## config.mk

```make
export PLATFORM = sky130hd
export DESIGN_NAME = xdma
export DESIGN_NICKNAME = d
export VERILOG_FILES = /design/src/rtl/xdma.sv
export SDC_FILE = /design/constraint.sdc
export NUM_CORES = 1
export LEC_CHECK = 0
export CORE_MARGIN = 4
export CORE_UTILIZATION = 35
export CTS_CLUSTER_SIZE = 14
export DETAILED_ROUTE_END_ITERATION = 10
export PLACE_DENSITY = 0.63
export SLEW_MARGIN = 15
export SYNTH_ARGS = -nofsm -noshare
export SYNTH_HDL_FRONTEND = slang
export SYNTH_SLANG_ARGS = --single-unit
```

## constraint.sdc

```tcl
create_clock -name clk -period 2.15 [get_ports clk]
set_input_delay 0.3225 -clock clk [delete_from_list [all_inputs] [get_ports clk]]
set_output_delay 0.3225 -clock clk [all_outputs]
set_load 0.05 [all_outputs]
```

## src/rtl/xdma.sv

```systemverilog
`default_nettype none
// ============================================================================
// Module   : xdma
// Brief    : Block-transfer DMA between the shared RAM DMA port and an
//            external single-outstanding req/ack word bus.
// Revision : 1.0 - initial release
// ============================================================================
module xdma #(
  parameter int ADDR_W     = 11,
  parameter int DATA_W     = 32,
  parameter int EXT_ADDR_W = 32,
  parameter int LEN_W      = 16
) (
  input  logic                  clk,
  input  logic                  rst,
  input  logic                  cfg_sel,
  input  logic                  cfg_we,
  input  logic [1:0]            cfg_addr,
  input  logic [DATA_W-1:0]     cfg_data_in,
  output logic [DATA_W-1:0]     cfg_data_out,
  input  logic                  dma_grant,
  output logic                  dma_sel,
  output logic                  dma_we,
  output logic [ADDR_W-2:0]     dma_addr,
  output logic [DATA_W-1:0]     dma_data_in,
  input  logic [DATA_W-1:0]     dma_data_out,
  output logic                  ext_req,
  output logic                  ext_we,
  output logic [EXT_ADDR_W-1:0] ext_addr,
  output logic [DATA_W-1:0]     ext_wdata,
  input  logic                  ext_ack,
  input  logic [DATA_W-1:0]     ext_rdata,
  output logic                  busy,
  output logic                  done
);

  localparam logic [1:0] c_REG_EXT  = 2'd0;
  localparam logic [1:0] c_REG_INT  = 2'd1;
  localparam logic [1:0] c_REG_LEN  = 2'd2;
  localparam logic [1:0] c_REG_CTRL = 2'd3;

  typedef enum logic [2:0] {
    S_IDLE     = 3'd0,
    S_EXT_RD   = 3'd1,
    S_RAM_WR   = 3'd2,
    S_RAM_RD   = 3'd3,
    S_RAM_WAIT = 3'd4,
    S_EXT_WR   = 3'd5,
    S_FIN      = 3'd6
  } state_t;

  state_t                  r_state;
  state_t                  w_next_state;
  logic [EXT_ADDR_W-1:0]   r_ext_addr_cfg;
  logic [ADDR_W-2:0]       r_int_addr_cfg;
  logic [LEN_W-1:0]        r_len_cfg;
  logic                    r_dir;
  logic                    r_done_sticky;
  logic [EXT_ADDR_W-1:0]   r_ea;
  logic [ADDR_W-2:0]       r_ia;
  logic [LEN_W-1:0]        r_cnt;
  logic [DATA_W-1:0]       r_buf;

  logic w_idle;
  logic w_busy;
  logic w_cfg_wr;
  logic w_start;
  logic w_last;
  logic w_step;

  assign w_idle   = (r_state == S_IDLE);
  assign w_busy   = ~w_idle;
  assign w_cfg_wr = cfg_sel & cfg_we & w_idle;
  assign w_start  = w_cfg_wr & (cfg_addr == c_REG_CTRL) & cfg_data_in[0];
  assign w_last   = (r_cnt == LEN_W'(1));

  assign busy        = w_busy;
  assign done        = (r_state == S_FIN);
  assign dma_addr    = r_ia;
  assign dma_data_in = r_buf;
  assign ext_addr    = r_ea;
  assign ext_wdata   = r_buf;

  always_ff @(posedge clk or negedge rst) begin
    if (!rst) begin
      r_state <= S_IDLE;
    end else begin
      r_state <= w_next_state;
    end
  end

  always_comb begin
    w_next_state = r_state;
    dma_sel      = 1'b0;
    dma_we       = 1'b0;
    ext_req      = 1'b0;
    ext_we       = 1'b0;
    w_step       = 1'b0;
    case (r_state)
      S_IDLE: begin
        if (w_start) begin
          if (r_len_cfg == '0)      w_next_state = S_FIN;
          else if (cfg_data_in[1])  w_next_state = S_RAM_RD;
          else                      w_next_state = S_EXT_RD;
        end
      end
      S_EXT_RD: begin
        ext_req = 1'b1;
        if (ext_ack) w_next_state = S_RAM_WR;
      end
      S_RAM_WR: begin
        dma_sel = 1'b1;
        dma_we  = 1'b1;
        if (dma_grant) begin
          w_step       = 1'b1;
          w_next_state = w_last ? S_FIN : S_EXT_RD;
        end
      end
      S_RAM_RD: begin
        dma_sel = 1'b1;
        if (dma_grant) w_next_state = S_RAM_WAIT;
      end
      S_RAM_WAIT: w_next_state = S_EXT_WR;
      S_EXT_WR: begin
        ext_req = 1'b1;
        ext_we  = 1'b1;
        if (ext_ack) begin
          w_step       = 1'b1;
          w_next_state = w_last ? S_FIN : S_RAM_RD;
        end
      end
      S_FIN:   w_next_state = S_IDLE;
      default: w_next_state = S_IDLE;
    endcase
  end

  // Config registers, working counters and the single-word transfer buffer.
  always_ff @(posedge clk or negedge rst) begin
    if (!rst) begin
      r_ext_addr_cfg <= '0;
      r_int_addr_cfg <= '0;
      r_len_cfg      <= '0;
      r_dir          <= 1'b0;
      r_done_sticky  <= 1'b0;
      r_ea           <= '0;
      r_ia           <= '0;
      r_cnt          <= '0;
      r_buf          <= '0;
    end else begin
      if (w_cfg_wr) begin
        case (cfg_addr)
          c_REG_EXT:  r_ext_addr_cfg <= EXT_ADDR_W'(cfg_data_in);
          c_REG_INT:  r_int_addr_cfg <= (ADDR_W-1)'(cfg_data_in);
          c_REG_LEN:  r_len_cfg      <= LEN_W'(cfg_data_in);
          default:    r_dir          <= cfg_data_in[1];
        endcase
      end
      if (w_start) begin
        r_ea          <= r_ext_addr_cfg;
        r_ia          <= r_int_addr_cfg;
        r_cnt         <= r_len_cfg;
        r_done_sticky <= 1'b0;
      end
      if (r_state == S_FIN) r_done_sticky <= 1'b1;
      if ((r_state == S_EXT_RD) && ext_ack) r_buf <= ext_rdata;
      if (r_state == S_RAM_WAIT) r_buf <= dma_data_out;
      // Both address counters wrap silently at their natural widths.
      if (w_step) begin
        r_ia  <= r_ia + (ADDR_W-1)'(1);
        r_ea  <= r_ea + EXT_ADDR_W'(1);
        r_cnt <= r_cnt - LEN_W'(1);
      end
    end
  end

  always_comb begin
    cfg_data_out = '0;
    case (cfg_addr)
      c_REG_EXT:  cfg_data_out = DATA_W'(r_ext_addr_cfg);
      c_REG_INT:  cfg_data_out = DATA_W'(r_int_addr_cfg);
      c_REG_LEN:  cfg_data_out = DATA_W'(r_len_cfg);
      default:    cfg_data_out = DATA_W'({r_done_sticky, r_dir, w_busy});
    endcase
  end

endmodule
`default_nettype wire

```

After elaboration in Yosys (flattened, before gate mapping)

Index checks and enable logic that the tools add are counted.

Add/subtract/negate cells: 3
Equality and inequality tests: 15
Multiplexer cells: 28
Bitwise logic cells: 6
Reductions and logical operators: 15

Operators with widths:

| kind                                                                  | count |
|---|---|
| 32-bit 2-to-1 mux                                                     | 4 |
| 32-bit case mux with 3 select lines                                   | 1 |
| 32-bit by 1-bit adder with 32-bit output (second input constant)      | 1 |
| 16-bit 2-to-1 mux                                                     | 2 |
| 3-bit 2-to-1 mux                                                      | 8 |
| 10-bit 2-to-1 mux                                                     | 2 |
| 3-bit case mux with 6 select lines                                    | 1 |
| 16-bit by 1-bit == test with 1-bit output (second input constant)     | 1 |
| 16-bit zero test                                                      | 1 |
| 16-bit by 1-bit subtractor with 16-bit output (second input constant) | 1 |
| 10-bit by 1-bit adder with 10-bit output (second input constant)      | 1 |
| 3-bit == test (second input constant)                                 | 3 |
| 1-bit 2-to-1 mux                                                      | 8 |
| 2-bit != test (second input constant)                                 | 4 |
| 2-bit AND reduction                                                   | 4 |
| 3-bit by 2-bit == test with 1-bit output (second input constant)      | 2 |
| 2-bit nonzero test                                                    | 3 |
| 5-bit AND reduction                                                   | 1 |
| 1-bit bitwise AND                                                     | 4 |
| 2-bit == test (second input constant)                                 | 2 |
| 2-bit OR reduction                                                    | 2 |
| 3-bit by 1-bit == test with 1-bit output (second input constant)      | 1 |
| 3-bit zero test                                                       | 1 |
| 3-bit OR reduction                                                    | 1 |
| other kinds (7)                                                       | 8 |

Bits in registers: 153
Input bits: 104
Output and inout port bits: 144
Word-level logic and storage cells: 77

Longest topological paths before layout

Depth in word-level cells: 6
Depth in mapped cells: 8
Mapped depth without buffers: 7

Worst setup path before layout

OpenSTA, ideal clock, no wires.

Kind: flip-flop to output port
From: register r_state[0]
To: output port ext_we
Data arrival time: 1.985 ns
Required time: 1.827 ns
Slack: -0.157 ns
Stages on the path, launching flop included: 5
Buffers on the path: 1
Cells stage by stage: dfrtp_1 > buf_2 > inv_1 > nor2_1 > and2_1

Cells in the longest elaborated chain, start to end: 2

Ends and longest elaborated chain:

| what                   | line | RTL |
|---|---|---|
| from (decl)            | 52   | `state_t r_state;` |
| from (signal assigned) | 88   | `r_state <= w_next_state;` |
| 3-bit == test          | 99   | `case (r_state)` |
| 1-bit 2-to-1 mux       | 99   |  |
| to (decl)              | 28   | `output logic ext_we,` |

Every way passes these cells.

Worst setup path after layout

From: register r_state[1]
To: output port cfg_data_out[0]

Cells in the longest elaborated chain, start to end: 3

Ends and longest elaborated chain:

| what                                | line | RTL |
|---|---|---|
| 3-bit zero test                     | 71   | `assign w_idle = (r_state == S_IDLE);` |
| 1-bit inverter                      | 72   | `assign w_busy = ~w_idle;` |
| 32-bit case mux with 3 select lines | 178  | `case (cfg_addr)` |
| to (decl)                           | 20   | `output logic [DATA_W-1:0] cfg_data_out,` |

Every way passes these cells.

==> metrics.yaml <==
setup_path:
  worst_path_max_delay_cell: "mux4_2"
  rr_startpoint: "r_len_cfg[1]$_DFFE_PN0P_"
  path_class: "flip-flop to output pin"
  worstPathArrival_ns: 1.83
  crit_fanout: 2
  startpoint_type: "flip-flop"
  critPathLaunch: "r_state[1]$_DFFE_PN0P_"
  crit_chain: "nor3_4, inv_2, mux4_2, buf_12"
  endpoint_kind: "output pin"
  cp_top_family: "multiplexers"
  cp.required_ns: 1.83
  cp_slowest_stage_delay_ns: 0.50
  path_buf_inv: 2
global_routing:
  grt_antenna_before_repair: 1
  grt_pass1_wl_um: 42000
  grt_pass1_vias: 7210
  grt_overflow: 0
  grt_usage_pct: 20.6
  grt_max_degree: 65
timing:
  fin_ws_ns: -0.00720
  max_freq_ghz: 0.464
  finalHoldViolations: 0
  fin_crit_ns: 2.16
  hold_slack_ns: 0.429
  grt_setup_unrepaired: "yes"
  fin_skew_ns: 0.0119
  relSlewSlack_pct: 61.2
  tightest_slew_ns: 0.580
  period_share_pct: 100
  maxSlewViolCount: 0
  setup_viol: 1
cts:
  cts-root-buf: "clkbuf_16"
  cts_tree: "done"
  clk_pin_slew_worst_paths_ns: 0.07
  clock_path_buffers: 2
  clock_sinks: 153
  clk-insertion-delay-late_ns: 0.42
  htree_levels: 4
  cts_made_buffers: 17
synth:
  synth-adder-area-share_pct: 0.617
  synth_enable_flop_cells: 0
  yosys.area_share.simple_pct: 18.5
  syn-num-nets: 911
  synthCells: 803
  synth_top_family_by_area: "simple AND/OR/NAND/NOR gates"
  avgSynthCellArea_um2: 10.1
  ys_types: 69
  synth_mux_area_share_pct: 14.7
  synthXorXnorAreaFrac_pct: 0.324
  synth_ff_type: "dfrtp_1"
  yosysSeqAreaShare_pct: 47.2
  synth_compound_area_share_pct: 12.9
  netlist_area_mm2: 0.00811
  ys_warn_count: 0
  async_flop_share_pct: 100
  ys_ff_latch: 153
die:
  core-area_mm2: 0.0227
  chipHeight_um: 160
  die_area_mm2: 0.0257
  rows: 55
  initial_core_util_pct: 35.7
  chipWidth_um: 160
  ios: 248
drt:
  dr.pass1.iters: 5
  drc: 0
  totalWireLength_um: 26900
  drtAntennaViolNets: 0
  drtIter0Drc: 574
  vias_per_cell: 5.40
  routedWlPerCell_um: 19.6
  vias: 7424
finish:
  drive_gt1_share_pct: 22.4
  fillers: 1990
  nNetsFinal: 1185
  synthToLayoutAreaGrowth_pct: 52.2
placement:
  numPortBuffers: 247
  hpwl_um: 20100
  gp_congestion: 0.851
status:
  run_status: "complete, but fails checks"
  violations: "negative setup slack"
power:
  power_w: 0.0188
  cellLeakagePower_nw: 5.22
  ir_drop_v: 0.000914
  p_per_area_mw_per_mm2: 1530
run:
  max_cap_violations: 0
min_path:
  hp-class: "input port to asynchronous set/reset pin"
[repair_timing]
action,CTS,global route
resized for setup,4,19
setup buffers,5,4
pin swaps,1,2
hold buffers,1,0
hold endpoints to repair,53,0
endpoints found under the setup margin,1,15
[sequential cells by signal, summed over array words and instances, names as in the netlist]
register,cells
dma_data_in,32
ext_addr,32
r_ext_addr_cfg,32
r_cnt,16
r_len_cfg,16
dma_addr,10
r_int_addr_cfg,10
r_state,3
r_dir,1
r_done_sticky,1
[cell usage after synthesis (8+ instances only)]
library cell  count  area [µm²]
o311ai_0          8        70.1
nand2_1          69         259
nor3_1           16        80.1
o211ai_1         17         128
clkbuf_1         18        67.6
nor4_1           10        62.6
buf_4            33         248
dfrtp_1         153        3830
mux2i_1          47         470
a31oi_1           8        50.1
nand3_1          29         145
and2_1           22         138
nand4_1          13        81.3
and3_1           10        62.6
nor2_1           76         285
a21oi_1          51         255
buf_2            17        85.1
inv_1             9        33.8
a211oi_1          8        60.1
mux2_2           57         642
o21ai_0          34         170
[per-stage QoR]
step	setup slack [ns]	TNS, ns	cells	util (%)	cell area (µm²)
2_1_floorplan	-0.0339	-0.136	803	-	8120
3_3_place_gp	-0.0246	-0.0565	1333	51.1	11600
3_5_place_dp	-0.0552	-0.115	1333	51.1	11600
4_1_cts	-0.0284	-0.0284	1370	54.0	12300
5_1_grt	-0.0716	-0.0895	1375	54.3	12300
6_report	-0.00720	-0.00720	1375	54.3	12300
[final cells by class]
class | instances | area (µm²) | share of cell area (%)
Multi-Input combinational cell | 566 | 3870 | 31.3
Clock buffer | 20 | 457 | 3.70
Sequential cell | 153 | 3840 | 31.1
Antenna cell | 1 | 2.50 | 0.0203
Inverter | 9 | 37.5 | 0.304
Timing Repair Buffer | 330 | 3630 | 29.4
Clock inverter | 11 | 146 | 1.19
Tap cell | 285 | 357 | 2.89
[power by group]
part	switching, W	internal [W]	total (W)
combinational	0.00622	0.00412	0.0103
sequential	0.00127	0.00409	0.00536
clock	0.00124	0.00188	0.00312
[layer usage]
| layer | vias up | wire length, µm | track usage (%) |
|---|---|---|---|
| met4 | 0 | 412 | 5.12 |
| met2 | 287 | 13500 | 35.0 |
| li1 | 3474 | - | - |
| met5 | - | 0 | 0 |
| met3 | 22 | 1790 | 5.21 |
| met1 | 3641 | 11200 | 26.3 |
[layout by cell type (no fill, tap or decap), types with 9 or more instances in the layout]
master	netlist	routed
mux2i_1	47	47
and3_1	10	9
nand3_1	29	29
a21oi_1	51	51
nor3_1	16	16
and2_1	22	21
nor4_1	10	10
nand2_1	69	69
buf_12	0	49
clkbuf_16	0	17
nand4_1	13	13
o21ai_0	34	28
buf_4	33	70
nor2_1	76	73
o211ai_1	17	17
dfrtp_1	153	145
clkdlybuf4s50_1	0	204
mux2_2	57	57
[final timing paths]
path / endpoint / slack (ns) / cells after the start
hold / removal: r_int_addr_cfg[3]$_DFFE_PN0P_ / 0.43 / 2
max in group asynchronous: ext_addr[29]$_DFFE_PN0P_ / 1.04 / 3
setup / recovery: cfg_data_out[0] / -0.007 / 4
hold reg to reg: dma_addr[5]$_DFFE_PN0P_ / 0.50 / 2
min in group clk: dma_addr[5]$_DFFE_PN0P_ / 0.50 / 2
setup reg to reg: r_state[1]$_DFFE_PN0P_ / 0.04 / 5
[cell families after synthesis]
group / Yosys count
mux: 108
simple gates: 287
fa+ha+maj: 4
buf+inv: 84
flops: 153
compound gates: 164
xor+xnor: 3
(Power assumes the default switching activity.)
